**src/rtl/mc_defs.sv**
```systemverilog
// rtl/mc_defs.sv - shared encodings for the multicycle control unit and ALU control
//
// Contents:
//   mc_state_t       4-bit FSM state codes (visible on the controller's state port)
//   OP_* / FN_*      opcode and funct field constants
//   ALUOP_*          ALU operation class handed to the ALU control unit
//   PCSRC_*          next-PC source mux selects
//   REGDST_*, MEMTOREG_*, ALUSRCB_*  datapath mux selects
//   mc_ctrl_t        bundle of every control output of the controller
//   decode_dispatch  DECODE-state dispatch from opcode/funct to the first
//                    instruction-specific state
package mc_defs;

    typedef enum logic [3:0] {
        S_FETCH  = 4'd0,
        S_DECODE = 4'd1,
        S_MEMADR = 4'd2,
        S_MEMRD  = 4'd3,
        S_MEMWB  = 4'd4,
        S_MEMWR  = 4'd5,
        S_REXEC  = 4'd6,
        S_RWB    = 4'd7,
        S_BEQ    = 4'd8,
        S_BNE    = 4'd9,
        S_ADDIEX = 4'd10,
        S_ADDIWB = 4'd11,
        S_JUMP   = 4'd12,
        S_JAL    = 4'd13,
        S_JR     = 4'd14,
        S_HALT   = 4'd15
    } mc_state_t;

    localparam logic [5:0] OP_RTYPE = 6'b000000;
    localparam logic [5:0] OP_LW    = 6'b100011;
    localparam logic [5:0] OP_SW    = 6'b101011;
    localparam logic [5:0] OP_BEQ   = 6'b000100;
    localparam logic [5:0] OP_BNE   = 6'b000101;
    localparam logic [5:0] OP_ADDI  = 6'b001000;
    localparam logic [5:0] OP_J     = 6'b000010;
    localparam logic [5:0] OP_JAL   = 6'b000011;

    localparam logic [5:0] FN_JR    = 6'b001000;

    // ALU operation class: add for address/PC arithmetic, subtract for
    // branch compare, or let the ALU control unit decode funct.
    localparam logic [1:0] ALUOP_ADD   = 2'b00;
    localparam logic [1:0] ALUOP_SUB   = 2'b01;
    localparam logic [1:0] ALUOP_FUNCT = 2'b10;

    // Next-PC source: ALU result (PC+4), ALUOut (branch target),
    // jump target field, register operand (jr).
    localparam logic [1:0] PCSRC_ALU    = 2'b00;
    localparam logic [1:0] PCSRC_ALUOUT = 2'b01;
    localparam logic [1:0] PCSRC_JUMP   = 2'b10;
    localparam logic [1:0] PCSRC_REG    = 2'b11;

    localparam logic [1:0] REGDST_RT = 2'b00;
    localparam logic [1:0] REGDST_RD = 2'b01;
    localparam logic [1:0] REGDST_RA = 2'b10;

    localparam logic [1:0] MEMTOREG_ALU = 2'b00;
    localparam logic [1:0] MEMTOREG_MEM = 2'b01;
    localparam logic [1:0] MEMTOREG_PC  = 2'b10;

    localparam logic [1:0] ALUSRCB_REG    = 2'b00;
    localparam logic [1:0] ALUSRCB_FOUR   = 2'b01;
    localparam logic [1:0] ALUSRCB_IMM    = 2'b10;
    localparam logic [1:0] ALUSRCB_BRANCH = 2'b11;

    typedef struct packed {
        logic       pcwrite;
        logic       pcwritecond;
        logic       pcwritecondne;
        logic       iord;
        logic       memread;
        logic       memwrite;
        logic       irwrite;
        logic       regwrite;
        logic       alusrca;
        logic [1:0] regdst;
        logic [1:0] memtoreg;
        logic [1:0] alusrcb;
        logic [1:0] aluop;
        logic [1:0] pcsource;
        logic       instr_done;
    } mc_ctrl_t;

    // Unknown opcodes park the machine in HALT rather than guessing.
    function automatic mc_state_t decode_dispatch(input logic [5:0] opcode,
                                                  input logic [5:0] funct);
        mc_state_t nxt;
        case (opcode)
            OP_LW, OP_SW: nxt = S_MEMADR;
            OP_RTYPE:     nxt = (funct == FN_JR) ? S_JR : S_REXEC;
            OP_BEQ:       nxt = S_BEQ;
            OP_BNE:       nxt = S_BNE;
            OP_ADDI:      nxt = S_ADDIEX;
            OP_J:         nxt = S_JUMP;
            OP_JAL:       nxt = S_JAL;
            default:      nxt = S_HALT;
        endcase
        return nxt;
    endfunction

endpackage

```
**src/rtl/mc_outdec.sv**
```systemverilog
// rtl/mc_outdec.sv - Moore output decoder for the multicycle controller
//
// Ports:
//   state      in   current FSM state
//   mem_ready  in   memory access completes this cycle
//   reset      in   controller reset; forces every control output to 0
//   ctrl       out  all strobes, mux selects and instr_done
//
// Purely combinational. mem_ready only qualifies the FETCH commit strobes
// and the MEMWR completion flag; everything else is a function of state.
module mc_outdec
    import mc_defs::*;
(
    input  mc_state_t state,
    input  logic      mem_ready,
    input  logic      reset,
    output mc_ctrl_t  ctrl
);

    always_comb begin
        ctrl = '0;
        // Gating on reset makes strobes die the moment reset rises, even
        // though the state register itself only clears on that same edge.
        if (!reset) begin
            case (state)
                S_FETCH: begin
                    ctrl.memread  = 1'b1;
                    ctrl.alusrcb  = ALUSRCB_FOUR;
                    ctrl.aluop    = ALUOP_ADD;
                    ctrl.pcsource = PCSRC_ALU;
                    // IR and PC commit only on the cycle the fetch data lands.
                    ctrl.irwrite  = mem_ready;
                    ctrl.pcwrite  = mem_ready;
                end
                S_DECODE: begin
                    // Precompute branch target into ALUOut speculatively.
                    ctrl.alusrcb = ALUSRCB_BRANCH;
                    ctrl.aluop   = ALUOP_ADD;
                end
                S_MEMADR: begin
                    ctrl.alusrca = 1'b1;
                    ctrl.alusrcb = ALUSRCB_IMM;
                    ctrl.aluop   = ALUOP_ADD;
                end
                S_MEMRD: begin
                    ctrl.memread = 1'b1;
                    ctrl.iord    = 1'b1;
                end
                S_MEMWB: begin
                    ctrl.regwrite   = 1'b1;
                    ctrl.regdst     = REGDST_RT;
                    ctrl.memtoreg   = MEMTOREG_MEM;
                    ctrl.instr_done = 1'b1;
                end
                S_MEMWR: begin
                    // memwrite is held through every wait cycle; the store
                    // finishes on the cycle memory accepts it.
                    ctrl.memwrite   = 1'b1;
                    ctrl.iord       = 1'b1;
                    ctrl.instr_done = mem_ready;
                end
                S_REXEC: begin
                    ctrl.alusrca = 1'b1;
                    ctrl.alusrcb = ALUSRCB_REG;
                    ctrl.aluop   = ALUOP_FUNCT;
                end
                S_RWB: begin
                    ctrl.regwrite   = 1'b1;
                    ctrl.regdst     = REGDST_RD;
                    ctrl.memtoreg   = MEMTOREG_ALU;
                    ctrl.instr_done = 1'b1;
                end
                S_BEQ, S_BNE: begin
                    ctrl.alusrca       = 1'b1;
                    ctrl.alusrcb       = ALUSRCB_REG;
                    ctrl.aluop         = ALUOP_SUB;
                    ctrl.pcsource      = PCSRC_ALUOUT;
                    ctrl.pcwritecond   = (state == S_BEQ);
                    ctrl.pcwritecondne = (state == S_BNE);
                    ctrl.instr_done    = 1'b1;
                end
                S_ADDIEX: begin
                    ctrl.alusrca = 1'b1;
                    ctrl.alusrcb = ALUSRCB_IMM;
                    ctrl.aluop   = ALUOP_ADD;
                end
                S_ADDIWB: begin
                    ctrl.regwrite   = 1'b1;
                    ctrl.regdst     = REGDST_RT;
                    ctrl.memtoreg   = MEMTOREG_ALU;
                    ctrl.instr_done = 1'b1;
                end
                S_JUMP: begin
                    ctrl.pcwrite    = 1'b1;
                    ctrl.pcsource   = PCSRC_JUMP;
                    ctrl.instr_done = 1'b1;
                end
                S_JAL: begin
                    // Link register gets the already-incremented PC.
                    ctrl.pcwrite    = 1'b1;
                    ctrl.pcsource   = PCSRC_JUMP;
                    ctrl.regwrite   = 1'b1;
                    ctrl.regdst     = REGDST_RA;
                    ctrl.memtoreg   = MEMTOREG_PC;
                    ctrl.instr_done = 1'b1;
                end
                S_JR: begin
                    ctrl.pcwrite    = 1'b1;
                    ctrl.pcsource   = PCSRC_REG;
                    ctrl.instr_done = 1'b1;
                end
                default: ctrl = '0;  // HALT: fully quiet
            endcase
        end
    end

endmodule

```
**src/rtl/multicycle_control.sv**
```systemverilog
// rtl/multicycle_control.sv - multicycle MIPS-style main control FSM
//
// Ports:
//   clk            in   rising-edge clock
//   reset          in   asynchronous active-high reset, returns to FETCH
//   opcode, funct  in   instruction register fields [31:26] and [5:0]
//   mem_ready      in   memory access completes this cycle
//   pcwrite, pcwritecond, pcwritecondne            out  PC load enables
//   iord, memread, memwrite, irwrite, regwrite, alusrca  out  datapath strobes
//   regdst, memtoreg, alusrcb, aluop, pcsource     out  2-bit selects
//   state          out  current state code
//   instr_done     out  last cycle of the current instruction
//
// The state register and next-state logic live here; all outputs come from
// mc_outdec as a Moore decode of the state register plus mem_ready.
module multicycle_control
    import mc_defs::*;
(
    input  logic       clk,
    input  logic       reset,
    input  logic [5:0] opcode,
    input  logic [5:0] funct,
    input  logic       mem_ready,
    output logic       pcwrite,
    output logic       pcwritecond,
    output logic       pcwritecondne,
    output logic       iord,
    output logic       memread,
    output logic       memwrite,
    output logic       irwrite,
    output logic       regwrite,
    output logic       alusrca,
    output logic [1:0] regdst,
    output logic [1:0] memtoreg,
    output logic [1:0] alusrcb,
    output logic [1:0] aluop,
    output logic [1:0] pcsource,
    output logic [3:0] state,
    output logic       instr_done
);

    mc_state_t r_state;
    mc_state_t w_next;
    mc_ctrl_t  w_ctrl;

    always_comb begin
        w_next = r_state;
        case (r_state)
            S_FETCH:  if (mem_ready) w_next = S_DECODE;
            S_DECODE: w_next = decode_dispatch(opcode, funct);
            // IR is stable for the whole instruction, so opcode still
            // distinguishes lw from sw here.
            S_MEMADR: w_next = (opcode == OP_SW) ? S_MEMWR : S_MEMRD;
            S_MEMRD:  if (mem_ready) w_next = S_MEMWB;
            S_MEMWR:  if (mem_ready) w_next = S_FETCH;
            S_REXEC:  w_next = S_RWB;
            S_ADDIEX: w_next = S_ADDIWB;
            S_MEMWB, S_RWB, S_BEQ, S_BNE, S_ADDIWB,
            S_JUMP, S_JAL, S_JR: w_next = S_FETCH;
            default:  w_next = S_HALT;  // HALT is absorbing
        endcase
    end

    always_ff @(posedge clk or posedge reset) begin
        if (reset) begin
            r_state <= S_FETCH;
        end else begin
            r_state <= w_next;
        end
    end

    mc_outdec u_outdec (
        .state     (r_state),
        .mem_ready (mem_ready),
        .reset     (reset),
        .ctrl      (w_ctrl)
    );

    assign state         = r_state;
    assign pcwrite       = w_ctrl.pcwrite;
    assign pcwritecond   = w_ctrl.pcwritecond;
    assign pcwritecondne = w_ctrl.pcwritecondne;
    assign iord          = w_ctrl.iord;
    assign memread       = w_ctrl.memread;
    assign memwrite      = w_ctrl.memwrite;
    assign irwrite       = w_ctrl.irwrite;
    assign regwrite      = w_ctrl.regwrite;
    assign alusrca       = w_ctrl.alusrca;
    assign regdst        = w_ctrl.regdst;
    assign memtoreg      = w_ctrl.memtoreg;
    assign alusrcb       = w_ctrl.alusrcb;
    assign aluop         = w_ctrl.aluop;
    assign pcsource      = w_ctrl.pcsource;
    assign instr_done    = w_ctrl.instr_done;

endmodule

```
**config.mk**
```make
export PLATFORM = sky130hd
export DESIGN_NAME = multicycle_control
export DESIGN_NICKNAME = d
export VERILOG_FILES = /design/src/rtl/mc_defs.sv /design/src/rtl/mc_outdec.sv /design/src/rtl/multicycle_control.sv
export SDC_FILE = /design/constraint.sdc
export NUM_CORES = 1
export LEC_CHECK = 0
export CORE_MARGIN = 4
export CORE_UTILIZATION = 40
export CTS_BUF_LIST = sky130_fd_sc_hd__clkbuf_2 sky130_fd_sc_hd__clkbuf_4 sky130_fd_sc_hd__clkbuf_8
export DETAILED_ROUTE_END_ITERATION = 10
export PLACE_DENSITY = 0.82
export SYNTH_ARGS = -nofsm -noshare
export SYNTH_HDL_FRONTEND = slang
export SYNTH_SLANG_ARGS = --single-unit
```
**constraint.sdc**
```tcl
create_clock -name clk -period 3.4 [get_ports clk]
set_input_delay 0.68 -clock clk [delete_from_list [all_inputs] [get_ports clk]]
set_output_delay 0.68 -clock clk [all_outputs]
set_load 0.05 [all_outputs]
```
==> results.cfg <==
[status]
outcome = completed

[synthesis]
synthMuxAreaShare_pct = 1.404
synth_area_leaders = dfrtp_1 14%, a21oi_1 6.3%, nand2b_1 6.1%
synth.avg_cell_area_um2 = 6.665
synth-edff-count = 0
synth.yosys.seq_area_share_pct = 14.04
yosys.area.top_type = dfrtp_1
synth-compound-area-share_pct = 26.84
synth_top_family_by_area = simple AND/OR/NAND/NOR gates
syn_area_um2 = 713.2
syn_nets = 122
synth_cells = 107
synth-seq-cells = 4
synthFlopType = dfrtp_1
ys_types = 41
synth_top_cell_area_share_pct = 14.04
yosys_warnings = 0
synthSimpleGateAreaFrac_pct = 41.40
synthAdderAreaFrac_pct = 1.404
synth_xor_area_share_pct = 4.912
async_reset_ff_share_pct = 100.0

[worst_hold_path]
min_to = state[3]
hold_path_depth = 2
hold_path.class = reg -> reg
min_from = state[1]

[cts]
cts_tree = built
numCtsBuffers = 3
cts.sinks = 4
post_cts_buffers = 0
h-tree-depth = 1
cts_resized = 0
clk_pin_slew_ps = 40
clk_latency_ps = 230
ctsHoldBuffers = 0
clk_path_buf_depth = 2
root_buffer = clkbuf_4

[timing]
drv_slew = 0
tightest_slew_ps = 500.5
setup_violations = 0
finalCriticalPeriod_ps = 2800
worst_slack_ps = 600.0
clock_skew_ps = 4.376
grt_setup_unrepaired = false
whs_ps = 746.2
period_share_pct = 82.35
fin_setup_tns_ps = 0
maxSlewHeadroom_pct = 66.53
hold_viol = 0
timing.fmax_mhz = 357.1

[power_and_ir_drop]
power.switching_uw = 578.1
power_frac_comb_pct = 84.7
p_per_area_nw_per_um2 = 877.2
seqPwrFrac_pct = 9.4
p_leak_uw = 0.0004589
peakVddDrop_v = 0.0003822
pwr-share-clk_pct = 5.9
p_int_uw = 417.3
switching_share_pct = 58.08

[detailed_routing]
drtIter0Drc = 18
dr.pass1.iters = 4
via_count = 904
wl_per_cell_um = 12.94
drc = 0
wl_mm = 2.122
ant_nets = 0
via_per_inst = 5.512

[worst_setup_path]
cp_data_required_time_ps = 2720
reg2regPathDepth = 5
reg2reg_slack_ps = 1970
cp_num_buf_inv = 1
worst_path_max_delay_cell = clkdlybuf4s50_1
cp.arrival_ps = 2120
r2r_end = state[1]
critPathMaxStageDelay_ps = 810
r2r-start = state[2]
critPathTopFamily = buffers and inverters
cp_max_fo = 9
critPathCaptureType = primary output
cp-start-kind = register
setup.worst_path.class = reg -> out
crit_chain = or2_1, nor2_1, a21oi_1, nor2_1, clkdlybuf4s50_1
crit_top_cell = nor2_1

[global_routing]
grt_pass1_wl_mm = 3.305
antenna_found_initial = 0
grt_pass1_vias = 802
grt_use_total_pct = 16.19
grt_start_max_net_pins = 23
grt_overflow_total = 0

[placement]
io_buffers = 38
dp_hpwl_mm = 1.656
dp_slack_ps = 679.7
gp_congestion = 0.7974
place_inst = 161

[flow_run]
max-cap-violations = 0

[finish]
layout-drive-gt1-share_pct = 22.86
final_nets = 157
final_common_cell = buf_4
final_cell_mix = 20 x buf_4, 19 x clkdlybuf4s50_1, 9 x nor2_1, 9 x a21oi_1, 8 x nor3_1
fin_cells = 164
diodes = 0
final_util_pct = 71.19
area_growth_pct = 59.12
largest_register_ffs = 4

[die]
die_area_um2 = 2523
start_util_pct = 44.74
coreArea_um2 = 1594
die_y_um = 50.23
core.rowCount = 14
fp.dieW_um = 50.23
pin_count = 39
==> power groups by stage <==
stage                     Clock [uW]  Combinational [uW]  Sequential [uW]
final                           58.8                 843             93.4
after global routing            63.9                 896             98.5
after CTS                       59.9                 842             93.4
after detailed placement           0                 842             93.9
after global placement             0                 833             92.9
after floorplan                    0                 550              154
==> how the worst max path moves through the flow <==
| stage | startpoint | endpoint | slack, ps | depth (start not counted) |
|---|---|---|---|---|
| after floorplan | state[2] | pcwritecond | 40 | 4 |
| after global routing | state[3] | regwrite | 490 | 5 |
| after CTS | state[3] | regwrite | 600 | 5 |
| after global placement | reset | regwrite | 690 | 3 |
| final | state[3] | regwrite | 600 | 5 |
| after detailed placement | reset | regwrite | 680 | 3 |
==> area by class of cell <==
type,instances,area [um2]
repair buffers,43,420.4
multi-input cells,88,554.3
well taps,24,30.03
flip-flops and latches,4,100.1
inverters,2,7.507
fillers,134,459.2
clock buffers,3,22.52
==> layer usage <==
metal	share of wire (%)	wire (um)	vias to the layer above	GRT usage, %
li1	-	-	453	-
met3	7.5	159	2	1.775
met1	41	867	414	17.65
met4	1.1	23	0	7.373
met5	0	0	-	0
met2	51	1072	35	30.87
==> cell families (layout without fill, tap and decap cells) <==
logic type               Yosys count  after routing
multiplexers                       1              1
XOR/XNOR                           4              4
flip-flops                         4              4
buffers and inverters             15             48
adder cells (fa/ha/maj)            1              1
AND/OR/NAND/NOR                   52             52
AO/OA/AOI/OAI                     30             30
==> metrics by stage <==
stage,instance area [um2],power [uW]
after floorplan,725.7,704.2
final,1135,995.5
after detailed placement,1112,935.5
after global routing,1135,1058
after global placement,1112,925.9
after CTS,1135,995.7
==> synth_stat cells (4+ instances only) <==
cell type,number
a21oi_1,9
and3_1,4
buf_2,6
clkbuf_1,4
dfrtp_1,4
nand2_1,7
nand2b_1,7
nor2_1,9
nor2b_1,4
nor3_1,8
o21ai_0,7
==> tightest hold or removal path, delay by kind of cell (launching register included) <==
kind | cells | cell delay [ps]
buffers and inverters | 1 | 230
flip-flops | 1 | 320
AO/OA/AOI/OAI | 1 | 150
(Power assumes the default switching activity.)
